$ cat src/rtl/fifo_wr_arbiter.sv
// Round-robin arbiter granting bursts from four requesters onto one FIFO write port.
// Latency: grant registered one cycle after valid in IDLE; write path combinational from owner.
// Backpressure: fifo_full drops owner's req_ready and fifo_wr, freezing beat count and state.
// Optional: define ARB_STALL_STATS_EN to build the saturating stall counter on stall_cnt.
module fifo_wr_arbiter #(
   parameter int NREQ      = 4,
   parameter int DW        = 8,
   parameter int MAX_BURST = 8
) (
   input  logic               clk,
   input  logic               reset,
   input  logic [NREQ-1:0]    req_valid,
   input  logic [NREQ*DW-1:0] req_data,
   input  logic [NREQ-1:0]    req_last,
   output logic [NREQ-1:0]    req_ready,
   input  logic               fifo_full,
   output logic               fifo_wr,
   output logic [DW-1:0]      fifo_din,
   output logic [NREQ-1:0]    grant,
   output logic               busy,
   output logic [15:0]        stall_cnt
);

   typedef enum logic {S_IDLE, S_BURST} state_t;

   state_t          r_state, w_state_nxt;
   logic [1:0]      r_owner, w_owner_nxt;
   logic [1:0]      r_last_grant, w_last_grant_nxt;
   logic [3:0]      r_beat_cnt, w_beat_cnt_nxt;
   logic [NREQ-1:0] r_grant, w_grant_nxt;
   logic [1:0]      w_pick;
   logic            w_any;

   // Round-robin search starting one past the previous owner; previous owner is checked last.
   always_comb begin
      logic [1:0] idx;
      w_any  = 1'b0;
      w_pick = r_last_grant;
      idx    = r_last_grant;
      for (int k = 1; k <= 4; k++) begin
         idx = r_last_grant + 2'(k);
         if (!w_any && req_valid[idx]) begin
            w_any  = 1'b1;
            w_pick = idx;
         end
      end
   end

   // Next-state and write-path outputs; write path is live only while a burst owns the port.
   always_comb begin
      w_state_nxt      = r_state;
      w_owner_nxt      = r_owner;
      w_last_grant_nxt = r_last_grant;
      w_beat_cnt_nxt   = r_beat_cnt;
      w_grant_nxt      = r_grant;
      req_ready        = '0;
      fifo_wr          = 1'b0;
      fifo_din         = '0;
      case (r_state)
         S_IDLE: begin
            if (w_any) begin
               w_state_nxt    = S_BURST;
               w_owner_nxt    = w_pick;
               w_grant_nxt    = {{(NREQ-1){1'b0}}, 1'b1} << w_pick;
               w_beat_cnt_nxt = 4'd0;
            end
         end
         S_BURST: begin
            req_ready[r_owner] = ~fifo_full;
            fifo_din           = req_data[r_owner*DW +: DW];
            fifo_wr            = req_valid[r_owner] & ~fifo_full;
            if (fifo_wr) begin
               w_beat_cnt_nxt = r_beat_cnt + 4'd1;
               // Packet end or burst cap hands the port back for re-arbitration.
               if (req_last[r_owner] || (r_beat_cnt + 4'd1) == 4'(MAX_BURST)) begin
                  w_state_nxt      = S_IDLE;
                  w_last_grant_nxt = r_owner;
                  w_grant_nxt      = '0;
                  w_beat_cnt_nxt   = 4'd0;
               end
            end
         end
         default: w_state_nxt = S_IDLE;
      endcase
   end

   // State registers; last_grant resets to 3 so requester 0 wins the first arbitration.
   always_ff @(posedge clk or negedge reset) begin
      if (!reset) begin
         r_state      <= S_IDLE;
         r_owner      <= 2'd0;
         r_last_grant <= 2'd3;
         r_beat_cnt   <= 4'd0;
         r_grant      <= '0;
      end else begin
         r_state      <= w_state_nxt;
         r_owner      <= w_owner_nxt;
         r_last_grant <= w_last_grant_nxt;
         r_beat_cnt   <= w_beat_cnt_nxt;
         r_grant      <= w_grant_nxt;
      end
   end

   assign grant = r_grant;
   assign busy  = (r_state == S_BURST);

`ifdef ARB_STALL_STATS_EN
   logic [15:0] r_stall_cnt;

   // Count owner cycles blocked by a full FIFO, saturating at all-ones.
   always_ff @(posedge clk or negedge reset) begin
      if (!reset) begin
         r_stall_cnt <= 16'd0;
      end else if (r_state == S_BURST && req_valid[r_owner] && fifo_full &&
                   r_stall_cnt != 16'hFFFF) begin
         r_stall_cnt <= r_stall_cnt + 16'd1;
      end
   end

   assign stall_cnt = r_stall_cnt;
`else
   assign stall_cnt = 16'd0;
`endif

endmodule

$ cat config.mk
export PLATFORM = sky130hd
export DESIGN_NAME = fifo_wr_arbiter
export DESIGN_NICKNAME = d
export VERILOG_FILES = /design/src/rtl/fifo_wr_arbiter.sv
export SDC_FILE = /design/constraint.sdc
export NUM_CORES = 1
export LEC_CHECK = 0
export ABC_AREA = 1
export CORE_MARGIN = 8
export CORE_UTILIZATION = 38
export CTS_BUF_LIST = sky130_fd_sc_hd__clkbuf_16
export CTS_CLUSTER_DIAMETER = 200
export CTS_CLUSTER_SIZE = 8
export DETAILED_ROUTE_END_ITERATION = 7
export PLACE_DENSITY = 0.76
export SLEW_MARGIN = 40
export SYNTH_ARGS = -nofsm -noshare
export SYNTH_HDL_FRONTEND = slang
export SYNTH_SLANG_ARGS = --single-unit
$ cat constraint.sdc
create_clock -name clk -period 2.1 [get_ports clk]
set_input_delay 0.42 -clock clk [delete_from_list [all_inputs] [get_ports clk]]
set_output_delay 0.42 -clock clk [all_outputs]
set_load 0.02 [all_outputs]
==> results.md, run 1 <==
* Status: complete, no violations
* CP required at between 1.5 and 2 ns
* HP Class: register to register
* Count leader, synth: nand2_1
* Crit end category: primary output
* Detailed Routing Iterations Pass 1 at 5
* Slew @ Worst Pin at 0.567 ns
* Final period demand of the worst path at approximately 2 ns
* Clock Sinks at 13
* Total CTS buffers at 3
* R2R setup slack at between 0.2 and 0.25 ns
* GRT Resource Usage Total at roughly 15%
* Largest net degree at the start of global routing at 14
* Crit share post-route at ~97%
* Mapped Cells at 204
* Post-CTS Hold Buffers at 0
* Yosys warns at 0
* Synthesized area at 0.00133 sq mm
* Antenna-violating nets left at 0
* Simple-Gate Fraction of Synth Area at around 42%
* FFs w/ async S/R, synth at 100%
* Sequential area share after synthesis at between 20% and 30%
* Root buf cell: clkbuf_16
* Final setup viols at 0
* Post-synth EDFFs at 0
* Initial antenna violation count at 0
* Synth area leader: dfrtp_1
* Chip width at between 70 and 80 um
* RSZ-0062 raised after global routing: false
* Ys flop type: dfrtp_1
* TritonCTS clock tree: done
* Diodes inserted at 0
* Largest family of logic cells by synthesized area: simple AND/OR/NAND/NOR gates
* # Max-Cap Violations at 0
* Total global routing overflow at 0
* Share of the synthesized area in the top cell type at about a fifth
* Final net count at ~330
* Synth cell types at 31
* Area Growth Syn to Fin at 61.9%
* Max Clock Skew at 0.00546 ns
* H-tree levels at 1
* Pwr dens at roughly 1400 mW/mm^2
* Final hold violation count at 0
* Mux cell area share after synthesis at 0%
* CP Max Fanout at 5
* Synth Area in XOR/XNOR at ~1.3%
* Vias in the first global route at about 1,400
* Post-CTS setup buffers at 0
* Top cells by area, synth: dfrtp_1, nand2_1, nand3_1, buf_4, a22oi_1
* Fmax at 0.493 GHz
* Final hold slack at about 0.51 ns
* RD Place Congestion at approximately 0.85
* Leakage at between 1 and 1.5 nW
* Share of layout cells above drive strength 1 at between 20 and 25%
* VDD IR-drop max at 0.933 mV
* Synth top cells by count: nand2_1, nand3_1, buf_4
* WL final at between 4000 and 5000 um
* First-pass GRT wire length at between 6000 and 7000 um
* Clk slew on worst S/H paths at approximately 0.040 ns
* Vias at about 1,500
* Post-Place Cells at 329
* Synth Area in Compound Gates at 13.7%
* Synth Area in Adders at less than 1%
* Pins over their slew limit at 0
* Detailed Route Iter0 Violations at 73
* Critical Path AT at between 1.5 and 2 ns
* Std cell rows at 21
* Seq cells post-synth at 13
* Initial Utilization at 39.6%
* CTS max path bufs at 2
* Vias/cell at 4.61
* Die Ht at roughly 75 um
* Clock Latency Late Sink at 0.24 ns
* WS Path Type: primary input to primary output
* I/O Buffers at 60
* Non-filler cells, final at 333
* Slew margin rel. at slightly above 60%
* Final HPWL DP at about 3600 um
* Avg Synthesized Cell Area at between 6 and 7 sq um
* Critical path startpoint category: primary input
* DRC Markers at 0
* Core region area at about 0.0034 sq mm
* Die area at roughly 0.0057 sq mm
* WL/cell at about 13 um
* I/O pin cnt at a little under 80
-- registers in the layout (all words and copies together) (netlist names) --
register and count:
r_beat_cnt 4, r_last_grant 2, grant 4, r_owner 2, busy 1
-- cell families after synthesis --
kind of cell / count (synthesis)
compound gates: 29
simple gates: 119
flops: 13
other cells: 1
xor+xnor: 2
buf+inv: 39
fa+ha+maj: 1
-- through the flow --
step	utilization [%]	setup TNS, ns	setup slack [ns]	instance area (sq um)	total power, W
global placement	62.3	-1.64	-0.250	2100	0.00281
detailed placement	62.3	-1.73	-0.246	2100	0.00283
global route	64.1	0	0.00611	2160	0.00336
CTS	64.2	0	0.0114	2160	0.00311
finish	64.1	0	0.0709	2160	0.00310
floorplan	-	0	0.295	1390	0.00188
-- layout by cell type, fill, tap and decap left out, types with 3 or more instances in the layout --
cell type,instances
nand2_2,6
nand3_1,36
buf_4,25
clkbuf_16,3
dfrtp_1,9
a22oi_1,8
o21ai_0,6
inv_1,10
conb_1,16
nor2_1,8
inv_2,6
clkdlybuf4s50_1,47
dlygate4sd2_1,10
nand2_1,59
a31oi_1,8
nor2_4,3
-- report_power, final --
| part | internal, W | switching (W) |
|---|---|---|
| logic | 0.000956 | 0.00132 |
| registers | 0.000353 | 0.000123 |
| clock network | 0.000251 | 0.0000999 |
| total | 0.00156 | 0.00154 |
-- path summary, 6_finish.rpt --
| path | startpoint | end | depth (start not counted) |
|---|---|---|---|
| max | fifo_full | req_ready[1] | 4 |
| min | grant[1] | grant[1] | 2 |
| max reg2reg | r_last_grant[0] | grant[2] | 11 |
| min reg2reg | grant[1] | grant[1] | 2 |
| max in group asynchronous | reset | r_owner[1] | 1 |
| min in group asynchronous | reset | r_beat_cnt[3] | 1 |
-- metal layers --
layer  up-vias  wire length, um  GRT usage, %  share of wire (%)
met2        44             2300          26.7                 52
met1       675             1780          17.3                 40
met3         4              296          3.46                6.7
li1        812                -             -                  -
met5         -                0             0                  0
met4         0               21          2.56               0.48
-- area by class of cell --
| cell class | count | area, sq um |
|---|---|---|
| fillers | 320 | 1210 |
| multi-input cells | 167 | 836 |
| repair buffers | 86 | 786 |
| flip-flops and latches | 13 | 330 |
| clock buffers | 3 | 75.1 |
| inverters | 17 | 68.8 |
| well taps | 46 | 57.6 |
| clock inverters | 1 | 3.75 |
-- critical path: stages --
cell and delay (ns):
clkdlybuf4s50_1 0.39, or2_2 0.35, nor2_1 0.10, dlygate4sd2_1 0.35
-- timing repair --
item / in CTS / in global routing
endpoints found under the hold margin: 0 / 0
resized for setup: 15 / 9
endpoints found under the setup margin: 13 / 10
Power figures use the tool's default switching activity.
==> run 2: changes to the inputs <==
Settings changed: SKIP_LAST_GASP from default to 1.
==> run 2 against run 1 <==
Effect of this change:
- largest power group unchanged
- critical path depth unchanged
- via count down 0.72%
- utilization up 0.074 points
- routed wire length down 0.43%
- die area unchanged
- global-route usage about the same
- final cell count unchanged
- largest cell class unchanged
- clock power about the same
==> results.md, run 2 (same netlist as run 1, synthesis figures left out) <==
* Post-placement cell area at 0.00210 sq mm (unchanged)
* RD Place Congestion at 0.853 (unchanged)
* Clock Sinks at 13 (unchanged)
* CP peak stage delay at 0.39 ns (about the same)
* DRC Markers at 0 (unchanged)
* Post-CTS setup buffers at 0 (unchanged)
* CP bufs+invs at 2 (unchanged)
* Worst hold endpoint: grant[1]
* Largest net degree at the start of global routing at 14 (unchanged)
* Antenna-violating nets left at 0 (unchanged)
* Total negative slack at 0 ns (unchanged)
* Leakage at 1.07 nW (+0.82%)
* Final setup margin at 0.0710 ns (+0.0000870 ns)
* Share of layout cells above drive strength 1 at 20.6% (unchanged)
* Total global routing overflow at 0 (unchanged)
* Final net count at 332 (unchanged)
* Final HPWL DP at 3620 um (unchanged)
* Dpl ws at -0.246 ns (unchanged)
* Most frequent cells in the layout: nand2_1, clkdlybuf4s50_1, nand3_1
* Crit share post-route at 96.6% (about the same)
* Total power draw at 0.00310 W (about the same)
* TritonCTS clock tree: done
* Hold wc startpoint: grant[1]
* Critical Path, Cell by Cell: clkdlybuf4s50_1 > or2_2 > nor2_1 > dlygate4sd2_1
* Highest-delay cell along the critical path: clkdlybuf4s50_1
* First-pass GRT wire length at 6580 um (+0.21%)
* Crit end category: primary output
* Status: complete, no violations
* Final hold violation count at 0 (unchanged)
* Max Clock Skew at 0.00540 ns (-0.0000550 ns)
* Fmax at 0.493 GHz (about the same)
* Design area at 0.00216 sq mm (+0.12%)
* Post-CTS Hold Buffers at 0 (unchanged)
* Critical path startpoint category: primary input
* WL final at 4380 um (-0.43%)
* Diodes inserted at 0 (unchanged)
* Initial Utilization at 39.6% (unchanged)
* R2R setup slack at 0.23 ns (about the same)
* Final period demand of the worst path at 2.03 ns (-0.0000870 ns)
* Critical Path AT at 1.61 ns (about the same)
* Pins over their slew limit at 0 (unchanged)
* HP Class: register to register
* Pwr dens at 1440 mW/mm^2 (-0.11%)
* I/O Buffers at 60 (unchanged)
* Total CTS buffers at 3 (unchanged)
* Fill count at 318 (-0.63%)
* Std cell rows at 21 (unchanged)
* Crit path launch: fifo_full
* Detailed Route Iter0 Violations at 62 (-15%)
* CTS max path bufs at 2 (unchanged)
* Slew @ Worst Pin at 0.568 ns (+0.00109 ns)
* CP Max Fanout at 5 (unchanged)
* Chip width at 75.2 um (unchanged)
* Vias/cell at 4.58 (-0.72%)
* Cells on worst reg2reg path at 11 (unchanged)
* # Max-Cap Violations at 0 (unchanged)
* Vias in the first global route at 1,422 (+0.070%)
* Commonest non-fill, non-tap cell in the layout: nand2_1
* Detailed Routing Iterations Pass 1 at 4 (-1)
* Fin util at 64.2% (+0.074 points)
* Area Growth Syn to Fin at 62.1%
* VDD IR-drop max at 0.934 mV (about the same)
* FF+latch area at 330 sq um (unchanged)
* Clk slew on worst S/H paths at 0.04 ns (about the same)
* Clock Latency Late Sink at 0.24 ns (about the same)
* Initial antenna violation count at 0 (unchanged)
* RSZ-0062 raised after global routing: true
* WL/cell at 13.1 um (-0.43%)
* Final setup viols at 0 (unchanged)
* Vias at 1,524 (-0.72%)
* CP required at 1.68 ns (about the same)
* WHS Path Cells at 2 (unchanged)
* Die Ht at 75.2 um (unchanged)
* Die area at 0.00566 sq mm (unchanged)
* Core region area at 0.00336 sq mm (unchanged)
* FF-to-FF Start: r_last_grant[0]
* GRT Resource Usage Total at 14.8% (+0.027 points)
* Multi-input logic area at 836 sq um (unchanged)
* CP top delay family: buffers and inverters
* H-tree levels at 1 (unchanged)
* R2r endpoint: grant[2]
* WS Path Type: primary input to primary output
* Root buf cell: clkbuf_16
* Post_cts resized at 14 (-1)
* Slew margin rel. at 62.0% (-0.073 points)
* I/O pin cnt at 77 (unchanged)
run 2: area by class of cell:
| cell class | instances | share of cell area, % |
|---|---|---|
| Inverter | 17 | 3.13 |
| Tap cell | 46 | 2.67 |
| Clock inverter | 1 | 0.174 |
| Sequential cell | 13 | 15.3 |
| Timing Repair Buffer | 86 | 36.6 |
| Clock buffer | 3 | 3.48 |
| Multi-Input combinational cell | 167 | 38.7 |
run 2: worst reg2reg max path: cells and delay by family (launching register included):
kind | cells | cell delay [ns]
buffers and inverters | 2 | 0.27
flip-flops | 1 | 0.64
AND/OR/NAND/NOR | 9 | 0.88
run 2: layer usage:
metal	global-route usage, %	share of wire [%]	routed length, um
met1	17.4	40	1770
met2	26.7	53	2310
met3	3.46	6.7	294
met4	2.56	0.11	5
met5	0	0	0
run 2: worst max path at each step:
stage / slack (ns) / cells past startpoint / endpoint
2_1_floorplan: 0.29 / 3 / req_ready[3]
3_3_place_gp: -0.25 / 4 / fifo_wr
3_5_place_dp: -0.25 / 4 / fifo_wr
4_1_cts: -0.27 / 5 / fifo_din[4]
5_1_grt: -0.03 / 5 / fifo_din[0]
6_report: 0.07 / 4 / req_ready[1]
run 2: power breakdown:
part	total (W)	leakage [nW]	switching (W)	internal [W]
combinational	0.00228	0.871	0.00131	0.000962
clock	0.000350	0.0423	0.0000994	0.000250
sequential	0.000476	0.160	0.000123	0.000353
total	0.00310	1.07	0.00153	0.00157
run 2: stage by stage:
step,hold slack [ns],std cells
after floorplan,0.124,219
after global placement,0.508,329
after detailed placement,0.504,329
after CTS,0.518,333
after global routing,0.538,333
final,0.511,333
